**src/rtl/logic_unit_arbiter.sv**
```systemverilog
// -----------------------------------------------------------------------------
// logic_unit_arbiter
//
// Purpose:
//   Round-robin arbiter that shares one registered logic unit between two
//   requesters. A winning request is latched in IDLE, issued to the logic unit
//   for one cycle (ISSUE), its result is awaited (WAIT) and returned as a
//   one-cycle response strobe to the requester that won (RESP).
//   Latency: handshake T, LU_ENABLE T+1, capture T+2, RSPn_VALID T+3.
//
// Optional feature:
//   `define ARB_TIMEOUT_EN to add a WAIT watchdog. If LU_OUT_VALID is not seen
//   within TIMEOUT_CYCLES WAIT cycles, the transaction is answered with
//   RSP_ERR=1 and RSP_DATA=0. Without the macro RSP_ERR is tied to 0 and WAIT
//   lasts until LU_OUT_VALID.
//
// Ports:
//   CLK, RST                  clock (rising edge), async active-high reset
//   REQn_VALID/A/B/FUN        request from requester n (n = 0, 1)
//   REQn_READY                request accept (combinational, IDLE only)
//   RSPn_VALID                one-cycle response strobe to requester n
//   RSP_DATA, RSP_ERR         response result / timeout flag
//   LU_A, LU_B, LU_FUN        operands driven to the logic unit
//   LU_ENABLE                 logic-unit enable (ISSUE only)
//   LU_OUT, LU_OUT_VALID      registered result from the logic unit
//   BUSY                      high whenever the FSM is not in IDLE
// -----------------------------------------------------------------------------
module logic_unit_arbiter #(
  parameter int A_WIDTH        = 8,
  parameter int B_WIDTH        = 8,
  parameter int OUT_WIDTH      = 8,
  parameter int ALU_FUN_WIDTH  = 2,
  parameter int TIMEOUT_CYCLES = 8
) (
  input  logic                     CLK,
  input  logic                     RST,
  input  logic                     REQ0_VALID,
  input  logic [A_WIDTH-1:0]       REQ0_A,
  input  logic [B_WIDTH-1:0]       REQ0_B,
  input  logic [ALU_FUN_WIDTH-1:0] REQ0_FUN,
  output logic                     REQ0_READY,
  input  logic                     REQ1_VALID,
  input  logic [A_WIDTH-1:0]       REQ1_A,
  input  logic [B_WIDTH-1:0]       REQ1_B,
  input  logic [ALU_FUN_WIDTH-1:0] REQ1_FUN,
  output logic                     REQ1_READY,
  output logic                     RSP0_VALID,
  output logic                     RSP1_VALID,
  output logic [OUT_WIDTH-1:0]     RSP_DATA,
  output logic                     RSP_ERR,
  output logic [A_WIDTH-1:0]       LU_A,
  output logic [B_WIDTH-1:0]       LU_B,
  output logic [ALU_FUN_WIDTH-1:0] LU_FUN,
  output logic                     LU_ENABLE,
  input  logic [OUT_WIDTH-1:0]     LU_OUT,
  input  logic                     LU_OUT_VALID,
  output logic                     BUSY
);

  typedef enum logic [1:0] {
    ST_IDLE  = 2'd0,
    ST_ISSUE = 2'd1,
    ST_WAIT  = 2'd2,
    ST_RESP  = 2'd3
  } state_t;

  state_t                     state_q;
  logic                       ptr_q;       // requester favoured on contention
  logic                       win_q;       // requester owning the transaction
  logic [A_WIDTH-1:0]         lu_a_q;
  logic [B_WIDTH-1:0]         lu_b_q;
  logic [ALU_FUN_WIDTH-1:0]   lu_fun_q;
  logic                       lu_en_q;
  logic                       rsp0_q;
  logic                       rsp1_q;
  logic [OUT_WIDTH-1:0]       rsp_data_q;
  logic                       rsp_err_q;
  logic                       busy_q;

  logic                       win_s;
  logic                       accept_s;

`ifdef ARB_TIMEOUT_EN
  localparam int CNT_W = (TIMEOUT_CYCLES < 2) ? 1 : $clog2(TIMEOUT_CYCLES + 1);
  logic [CNT_W-1:0]           cnt_q;
`endif

  // Winner selection: a lone requester always wins, contention goes to ptr_q.
  always_comb begin
    win_s = 1'b0;
    if (REQ0_VALID && REQ1_VALID) begin
      win_s = ptr_q;
    end else if (REQ1_VALID) begin
      win_s = 1'b1;
    end else begin
      win_s = 1'b0;
    end
  end

  // READY is gated by RST so that reset forces it low even though the FSM
  // already sits in IDLE while reset is held.
  assign accept_s   = (state_q == ST_IDLE) && !RST && (REQ0_VALID || REQ1_VALID);
  assign REQ0_READY = accept_s && !win_s;
  assign REQ1_READY = accept_s &&  win_s;

  // Arbitration FSM with registered outputs.
  always_ff @(posedge CLK or posedge RST) begin
    if (RST) begin
      state_q    <= ST_IDLE;
      ptr_q      <= 1'b0;
      win_q      <= 1'b0;
      lu_a_q     <= '0;
      lu_b_q     <= '0;
      lu_fun_q   <= '0;
      lu_en_q    <= 1'b0;
      rsp0_q     <= 1'b0;
      rsp1_q     <= 1'b0;
      rsp_data_q <= '0;
      rsp_err_q  <= 1'b0;
      busy_q     <= 1'b0;
`ifdef ARB_TIMEOUT_EN
      cnt_q      <= '0;
`endif
    end else begin
      // Strobes default low; each is raised for exactly one state.
      lu_en_q <= 1'b0;
      rsp0_q  <= 1'b0;
      rsp1_q  <= 1'b0;
      case (state_q)
        ST_IDLE: begin
          if (accept_s) begin
            win_q    <= win_s;
            lu_a_q   <= win_s ? REQ1_A   : REQ0_A;
            lu_b_q   <= win_s ? REQ1_B   : REQ0_B;
            lu_fun_q <= win_s ? REQ1_FUN : REQ0_FUN;
            lu_en_q  <= 1'b1;
            busy_q   <= 1'b1;
            state_q  <= ST_ISSUE;
          end
        end
        ST_ISSUE: begin
`ifdef ARB_TIMEOUT_EN
          cnt_q   <= '0;
`endif
          state_q <= ST_WAIT;
        end
        ST_WAIT: begin
          if (LU_OUT_VALID) begin
            rsp_data_q <= LU_OUT;
            rsp_err_q  <= 1'b0;
            rsp0_q     <= !win_q;
            rsp1_q     <=  win_q;
            state_q    <= ST_RESP;
          end
`ifdef ARB_TIMEOUT_EN
          else if (cnt_q == CNT_W'(TIMEOUT_CYCLES - 1)) begin
            // Watchdog expired: answer with an error and a zero result.
            rsp_data_q <= '0;
            rsp_err_q  <= 1'b1;
            rsp0_q     <= !win_q;
            rsp1_q     <=  win_q;
            state_q    <= ST_RESP;
          end else begin
            cnt_q <= cnt_q + CNT_W'(1);
          end
`endif
        end
        ST_RESP: begin
          // Hand priority to the requester that was not just served.
          ptr_q   <= ~win_q;
          busy_q  <= 1'b0;
          state_q <= ST_IDLE;
        end
        default: begin
          busy_q  <= 1'b0;
          state_q <= ST_IDLE;
        end
      endcase
    end
  end

  assign LU_A       = lu_a_q;
  assign LU_B       = lu_b_q;
  assign LU_FUN     = lu_fun_q;
  assign LU_ENABLE  = lu_en_q;
  assign RSP0_VALID = rsp0_q;
  assign RSP1_VALID = rsp1_q;
  assign RSP_DATA   = rsp_data_q;
`ifdef ARB_TIMEOUT_EN
  assign RSP_ERR    = rsp_err_q;
`else
  assign RSP_ERR    = 1'b0;
`endif
  assign BUSY       = busy_q;

endmodule

```
**config.mk**
```make
export PLATFORM = sky130hd
export DESIGN_NAME = logic_unit_arbiter
export DESIGN_NICKNAME = d
export VERILOG_FILES = /design/src/rtl/logic_unit_arbiter.sv
export SDC_FILE = /design/constraint.sdc
export NUM_CORES = 1
export LEC_CHECK = 0
export CORE_AREA = 2 2 95 61
export CTS_CLUSTER_SIZE = 16
export DETAILED_ROUTE_END_ITERATION = 10
export DIE_AREA = 0 0 97 63
export MAX_ROUTING_LAYER = met4
export PLACE_DENSITY = 0.64
export SLEW_MARGIN = 0
export SYNTH_ARGS = -nofsm -noshare
export SYNTH_HDL_FRONTEND = slang
export SYNTH_SLANG_ARGS = --single-unit
export TNS_END_PERCENT = 30
```
**constraint.sdc**
```tcl
create_clock -name CLK -period 2.4 [get_ports CLK]
set_input_delay 0.48 -clock CLK [delete_from_list [all_inputs] [get_ports CLK]]
set_output_delay 0.48 -clock CLK [all_outputs]
set_load 0.05 [all_outputs]
```
==> summary.md <==
| Metric | Value |
|---|---|
| DR WL/cell | 15.2 um |
| Gate Count Post-Synth | 115 |
| Post-DP HPWL | 3.04 mm |
| Post-Syn Area | 1520 sq um |
| 1st-iter DRT viols | 56 |
| Crit path max fanout | 10 |
| Startpoint type of the worst setup path | register |
| GRT Total Usage | 14.1% |
| Synth top area cells | dfrtp_1 (56%), a221o_1 (9.9%), a21boi_0 (8.9%) |
| Top cells by count, synth | dfrtp_1 (34), a21boi_0 (18), a221o_1 (15) |
| Share of cells above drive strength 1 | 14.6% |
| Clock sink total | 34 |
| Post-CTS Resized | 0 |
| Synthesis-to-layout area growth | 64.1% |
| CTS buffer count | 5 |
| First-pass GRT wire length | 6.72 mm |
| VDD IR max | 0.535 mV |
| Via density | 4.62 |
| Synthesized-area fraction occupied by and/or/nand/nor cells | 4.60% |
| Top FF cell, synth | dfrtp_1 |
| Die ar. | 6110 sq um |
| Multi-input logic area | 588 sq um |
| Post-synth top area cell | dfrtp_1 |
| Critical path's top delay family | simple AND/OR/NAND/NOR gates |
| Area share of the largest cell type after synthesis | 55.9% |
| Most frequent cell after synthesis | dfrtp_1 |
| Flip-flop and latch count after synthesis | 34 |
| Power Density | 1370 nW/um^2 |
| Syn_area_per_cell | 13.2 sq um |
| Worst hold path type | register to register |
| Element type at the critical path end | output port |
| Req. time, crit path | 1.92 ns |
| Port buffer count | 80 |
| Synth Area in XOR/XNOR | 0% |
| Clock root buffer master | clkbuf_8 |
| Bufs and invs on worst path | 2 |
| Setup violations, final | 0 |
| Die X | 97 um |
| Initial Utilization | 28.8% |
| Ys async rst share | 100% |
| DP Area | 2410 sq um |
| Via count | 1,234 |
| Die Height | 63 um |
| Post-CTS Setup Inserts | 0 |
| Pin count of the biggest net entering global routing | 24 |
| Grt ovf | 0 |
| Nets | 249 |
| RSZ-0062 raised after global routing | no |
| Worst path arrival time | 1.65 ns |
| Vias in the first global route | 1,338 |
| Mapped Nets | 167 |
| Sequential cell area | 851 sq um |
| CTS tree | yes |
| Design area | 2500 sq um |
| Final wirelength | 4.05 mm |
| Max stage delay cell, worst path | dfrtp_1 |
| DRC | 0 |
| CTS Hold Buffers Added | 0 |
| Initial antenna violation count | 0 |
| Tmin final | 2.13 ns |
| Clk buf depth | 2 |
| Leakage | 1.06 nW |
| Crit share post-route | 88.9% |
| First drt pass iteration count | 4 |
| Worst Tran Pin Value | 0.519 ns |
| Sequential fraction of the synthesis area | 55.9% |
| Mux cell area share after synthesis | 7.31% |
| # Max-Cap Violations | 0 |
| Clk_skew | 0.00333 ns |
| Critical path class | register to output port |
| Largest family of logic cells by synthesized area | compound AO/OA/AOI/OAI gates |
| CP peak stage delay | 0.40 ns |
| Synth warnings | 0 |
| Synth cell types | 27 |
| Fmax achieved | 469 MHz |
| H-tree depth | 2 |
| GP Congestion | 0.754 |
| R2R setup slack | 0.67 ns |
| N_diodes | 0 |
| Routed Antenna Nets | 0 |
| Status | complete, no violations |
| Core ar. | 5280 sq um |
| # IOs | 82 |
| Fin. Hold Viols | 0 |
| Worst skew pair latency | 0.27 ns |
| Row count | 21 |
| Post-Synth Adder-Cell Area | 2.47% |
| Max-slew headroom | 65.3% |
| Critical-path cell list | inv_1 -> ha_1 -> nor2b_4 -> and3_4 -> buf_12 |
| Post-synth EDFFs | 0 |
| Clock transition at path regs | 0.07 ns |
| Compound-Gate Fraction of Synth Area | 23.7% |
| Layout fillers | 485 |
| Max-slew violations | 0 |
| Sum Neg Setup Slack | 0 ns |
[report_power, final]
group          switching, mW  internal (mW)  leakage, nW
Sequential             0.145          0.838        0.420
Combinational           1.22          0.811        0.596
Clock                  0.190          0.231       0.0482
Total                   1.55           1.88         1.06
[logic make-up after synthesis]
family | Yosys count
AO/OA/AOI/OAI | 42
flip-flops | 34
buffers and inverters | 14
AND/OR/NAND/NOR | 11
multiplexers | 10
adder cells (fa/ha/maj) | 3
other | 1
[cells in the final DEF (no fill, tap or decap), types with 3 or more instances in the layout]
cell / n
inv_1: 5
clkdlybuf4s50_1: 78
clkbuf_8: 6
buf_12: 3
mux2_2: 9
a221o_1: 15
a21boi_0: 18
ha_1: 3
a221o_2: 3
buf_4: 3
nand2_1: 4
dfrtp_1: 34
[through the flow]
stage	hold WS, ns	util (%)	setup WS, ns	instances	power [mW]
after floorplan	0.440	-	0.536	115	2.33
after global placement	0.485	45.6	0.370	259	3.01
after detailed placement	0.493	45.6	0.353	259	3.02
after CTS	0.508	47.3	0.246	267	3.46
after global routing	0.526	47.3	0.142	267	3.62
final	0.507	47.3	0.267	267	3.43
[registers in the layout, summed over array words and instances, names as in the netlist]
register	count
LU_ENABLE	1
LU_FUN	2
LU_A	8
ptr_q	1
LU_B	8
RSP1_VALID	1
state_q	2
RSP_DATA	8
BUSY	1
RSP0_VALID	1
win_q	1
[path summary, 6_finish.rpt]
check,to,from,cells after the start
setup / recovery,REQ0_READY,state_q[0],5
hold / removal,RSP_DATA[6],RSP_DATA[6],1
setup reg to reg,LU_B[7],state_q[0],6
hold reg to reg,RSP_DATA[6],RSP_DATA[6],1
max in group asynchronous,RSP_DATA[0],RST,3
min in group asynchronous,LU_A[4],RST,2
[per-layer routing]
metal  up-vias  track usage, %  routed length (um)
met1       591            19.7                2050
met5         -               -                   0
met3         2            4.59                 263
met2        51            20.1                1720
met4         0            2.99                   9
li1        590               -                   -
[cell type report]
cell class | instances | share of cell area [%]
Timing Repair Buffer | 84 | 34.6
Sequential cell | 34 | 34.1
Multi-Input combinational cell | 67 | 23.5
Clock buffer | 7 | 3.46
Tap cell | 69 | 3.46
Inverter | 5 | 0.751
Clock inverter | 1 | 0.200
Note: power is estimated with default switching activity, not from simulation.
==> patch 1: new RTL, config.mk and constraints unchanged <==
The option `ARB_TIMEOUT_EN` is turned on by a define.
--- a/src/rtl/logic_unit_arbiter.sv
+++ b/src/rtl/logic_unit_arbiter.sv
@@ -25,6 +25,8 @@
 //   LU_OUT, LU_OUT_VALID      registered result from the logic unit
 //   BUSY                      high whenever the FSM is not in IDLE
 // -----------------------------------------------------------------------------
+`define ARB_TIMEOUT_EN
+
 module logic_unit_arbiter #(
   parameter int A_WIDTH        = 8,
   parameter int B_WIDTH        = 8,
Formal check against the unedited RTL: no difference found for any inputs over 10 cycles, from zero or initial values and one cycle with RST high; that may be too few to reach the edited logic, so the function may still have changed.
==> patch 1 against the unedited design <==
Clock skew up 0.0022 ns. Maximum frequency is 2.8% lower. Total power grew 7.5%. Via count rose by 11%. Sequential cell count rose by 5. Final area increased by 8.9%. Synthesized cell count up 22%. Area after synthesis is 14% higher. Wire length grew 10%. Setup slack worse by 0.061 ns. Clock power rose by 14%. Sequential share of layout area rose by 1.8 points. Die area unchanged. Critical endpoint is now REQ1_READY. Largest cell class is now registers. Highest routed layer unchanged.
==> patch 1: results (changes against the unedited design) <==
| Metric | Value |
|---|---|
| Syn_nets | `194 (+16%)` |
| Commonest cells in the netlist | `39 x dfrtp_1, 26 x a22o_1, 18 x a21o_1` |
| Routability cong. | `0.736 (-2.5%)` |
| Unique masters post-synth | `31 (+15%)` |
| Post-placement cell count | `287 (+11%)` |
| Iter 0 DRT Violations | `47 (-16%)` |
| Initial antenna violation count | `0 (unchanged)` |
| Seq power | `1.12 mW (+14%)` |
| Largest net degree at the start of global routing | `40 (+67%)` |
| Peak VDD IR | `0.669 mV (+25%)` |
| Worst EP arrival | `1.71 ns (+0.06 ns)` |
| Status | `complete, no violations` |
| Mean post-synth cell area | `12.4 µm² (-6.0%)` |
| Sequential share of the synthesized area | `0.560 (+0.00119)` |
| Worst skew pair latency | `0.29 ns (+0.02 ns)` |
| Reg power frac | `0.303 (+0.016)` |
| Worst path max stage delay | `0.43 ns (+0.03 ns)` |
| Top post-synthesis cells by area | `dfrtp_1 56%, a22o_1 13%, a21o_1 7.8%, ha_1 3.6%, buf_6 3.2%` |
| Detail Placement HPWL | `3.19 mm (+5.2%)` |
| Vias per Instance | `4.66 (+0.78%)` |
| CP max stage cell | `dfrtp_1` |
| Pint | `2.01 mW (+7.1%)` |
| Tightest Pin Transition | `0.525 ns (+0.00537 ns)` |
| Vias in the first global route | `1448 (+8.2%)` |
| # diodes | `0 (unchanged)` |
| Final instance count without filler cells | `295 (+10%)` |
| Clock power share | `0.130 (+0.007)` |
| FILL cells | `480 (-1.0%)` |
| Total GRT Usage | `0.157 (+0.0162)` |
| Routed wire length | `4.46 mm (+10%)` |
| Fraction of layout instances using a drive strength above 1 | `0.102 (-0.0447)` |
| Port bufs | `81 (+1.3%)` |
| Pre-CTS setup slack | `0.313 ns (-0.0404 ns)` |
| Clk_skew | `0.00553 ns (+0.00220 ns)` |
| Global-route wire length before repair | `7.29 mm (+8.5%)` |
| Cts repair resizes | `0 (unchanged)` |
| Post-DP Area | `0.00262 mm² (+8.9%)` |
| CP top delay family | `simple AND/OR/NAND/NOR gates` |
| Ys async rst share | `1.00 (unchanged)` |
| Leak Pwr | `1.29 nW (+21%)` |
| CP max FO | `11 (+1)` |
| Fin nets | `279 (+12%)` |
[patch 1: cell types whose count changed after synthesis, moves of 5 or more]
cell / change
nand3_1: +6
a21o_1: +17
dfrtp_1: +5
a21boi_0: -18
a22o_1: +26
a221o_1: -15
mux2_2: -9
[patch 1: path summary, 6_finish.rpt]
check | to | slack, ns | cells after the start | from
min | RSP0_VALID | 0.48 | 1 | win_q
min in group asynchronous | LU_B[0] | 0.63 | 3 | RST
max in group asynchronous | cnt_q[3] | 1.41 | 3 | RST
min reg2reg | RSP0_VALID | 0.48 | 1 | win_q
max reg2reg | LU_B[1] | 0.57 | 7 | state_q[0]
max | REQ1_READY | 0.21 | 5 | state_q[0]
[patch 1: layout make-up]
class                           instances  area [µm²]  area share
Clock buffer                            6        82.6      0.0303
Clock inverter                          2        16.3     0.00598
Inverter                                7        26.3     0.00966
Multi-Input combinational cell         87         673       0.247
Sequential cell                        39         976       0.359
Tap cell                               69        86.3      0.0317
Timing Repair Buffer                   85         861       0.316
[patch 1: worst register-to-register path, cell delays in order (launching register included)]
cell     delay, ns
dfrtp_1       0.43
inv_1         0.10
ha_1          0.26
and2b_4       0.20
o21ai_2       0.11
buf_4         0.23
a22o_1        0.24
a21o_1        0.15
[patch 1: cells by family after synthesis]
group | Yosys count | share of synthesized area
xor+xnor | 1 | 0.00503
simple gates | 24 | 0.0754
flops | 39 | 0.560
compound gates | 56 | 0.263
buf+inv | 14 | 0.0538
mux | 1 | 0.00646
fa+ha+maj | 5 | 0.0359
[patch 1: routing by layer]
metal  GRT usage  vias to the layer above  part of all wire
met1       0.226                      650              0.52
met4      0.0528                        0            0.0099
li1            -                      679                 -
met2       0.200                       41              0.41
met5           -                        -                 0
met3      0.0604                        4             0.068
==> patch 2: new RTL, same flow settings <==
Without the edit above. Make the reset (`RST`) synchronous in one clocked block. Comments in the files are not updated.
--- a/src/rtl/logic_unit_arbiter.sv
+++ b/src/rtl/logic_unit_arbiter.sv
@@ -104,7 +104,7 @@
   assign REQ1_READY = accept_s &&  win_s;
 
   // Arbitration FSM with registered outputs.
-  always_ff @(posedge CLK or posedge RST) begin
+  always_ff @(posedge CLK) begin
     if (RST) begin
       state_q    <= ST_IDLE;
       ptr_q      <= 1'b0;
Function: differs if RST is asserted again (counterexample within 4 cycles, from zero or initial values and one cycle with RST high); with RST held inactive, the same outputs for 10 cycles.
==> patch 2 against the unedited design <==
Setup slack lost 0.050 ns. Critical path depth shrank 1. Core utilization grew 0.21 points. Sequential cell count is the same. Area after synthesis grew 2.0%. Sequential share of layout area shrank 6.9 points. Final area grew 0.45%. Wire length grew 25%.
Power is not compared: it rests on default switching activity, and its combinational part moved more than twofold at a synthesized area within 25%.
==> patch 2: results (changes against the unedited design) <==
| Metric | Value |
|---|---|
| Total GRT Usage | `0.169 (+0.0279)` |
| Iter 0 DRT Violations | `73 (+30%)` |
| Post-DP Area | `0.00242 mm² (+0.47%)` |
| Fraction of layout instances using a drive strength above 1 | `0.0871 (-0.0593)` |
| DRT Pass-1 Iters | `4 (unchanged)` |
| Global-route wire length before repair | `8.17 mm (+22%)` |
| Mean post-synth cell area | `8.44 µm² (-36%)` |
| Fin nets | `315 (+27%)` |
| Post-synth EDFFs | `0 (unchanged)` |
| Tightest Pin Transition | `0.776 ns (+0.257 ns)` |
| Syn_nets | `236 (+41%)` |
| Clk_skew | `0.00355 ns (+0.000219 ns)` |
| H-Tree Depth | `2 (unchanged)` |
| CTS clk-pin slew, worst paths | `0.07 ns (about the same)` |
| Worst EP arrival | `1.70 ns (+0.05 ns)` |
| Routability cong. | `0.759 (+0.62%)` |
| Ys async rst share | `0 (-1.00)` |
| Leak Pwr | `0.878 nW` |
| Pint | `between 1 and 1.5 mW` |
| CTS buffer count | `5 (unchanged)` |
| Detail Placement HPWL | `3.65 mm (+20%)` |
| Top post-synthesis cells by area | `dfxtp_1 44%, nand3_1 8.1%, a31oi_1 7.3%, nand4_1 7.3%, o21ai_0 3.9%` |
| Commonest cells in the netlist | `34 x dfxtp_1, 25 x nand3_1, 18 x a31oi_1, 18 x nand4_1, 12 x o21ai_0` |
| Largest net degree at the start of global routing | `20 (-17%)` |
| CP max stage cell | `clkdlybuf4s50_1` |
| Unique masters post-synth | `30 (+11%)` |
| CP max FO | `7 (-3)` |
| Worst path max stage delay | `0.52 ns (+0.12 ns)` |
| Status | `complete, no violations` |
| Yosys warning count | `0 (unchanged)` |
| Initial antenna violation count | `0 (unchanged)` |
| Post-placement cell count | `325 (+25%)` |
| Vias per Instance | `5.06 (+9.5%)` |
| Sequential share of the synthesized area | `0.438 (-0.120)` |
| Pre-CTS setup slack | `0.191 ns (-0.163 ns)` |
| CTS root buf | `clkbuf_8` |
| Port bufs | `80 (unchanged)` |
| Vias | `1685 (+37%)` |
| Routed wire length | `5.05 mm (+25%)` |
[patch 2: power by group through the flow]
stage	clock (mW)	sequential, mW	combinational, mW
final	0.438	0.704	0.945
after global routing	0.475	0.717	1.01
after CTS	0.451	0.705	0.950
after detailed placement	0	0.717	0.947
after global placement	0	0.714	0.938
after floorplan	0	0.945	0.380
[patch 2: through the flow]
stage	power, mW	util
floorplan	1.33	-
global placement	1.65	0.458
detailed placement	1.66	0.458
CTS	2.11	0.475
global route	2.20	0.475
finish	2.09	0.475
[patch 2: kinds of logic after synthesis]
logic type	synth area share
AOI/OAI and AO/OA	0.191
and+or+nand+nor	0.246
adders and majority gates	0.0242
buffers and inverters	0.0919
DFF	0.438
other	0.00242
muxes	0.00645
[patch 2: area by class of cell]
type / count / area (µm²)
Fill cell: 519 / 2770
Timing Repair Buffer: 91 / 903
Multi-Input combinational cell: 126 / 729
Sequential cell: 34 / 681
Clock buffer: 7 / 86.3
Tap cell: 69 / 86.3
Inverter: 5 / 18.8
Clock inverter: 1 / 5.00
[patch 2: layer usage]
layer	GRT usage	wire (µm)	vias to the layer above
met1	0.233	2450	780
met5	-	0	-
met2	0.240	2160	72
met4	0.0387	19	0
met3	0.0537	407	2
li1	-	-	831
[patch 2: final timing paths]
kind	startpoint	depth (start not counted)	to	slack, ns
setup / recovery	RST	4	REQ1_READY	0.22
hold / removal	RSP_DATA[6]	2	RSP_DATA[6]	0.45
setup reg to reg	state_q[0]	6	LU_B[4]	0.66
hold reg to reg	RSP_DATA[6]	2	RSP_DATA[6]	0.45
[patch 2: critical path, delay by kind of cell]
family	cells	cell delay, ns
buffers and inverters	2	0.67
AND/OR/NAND/NOR	2	0.54
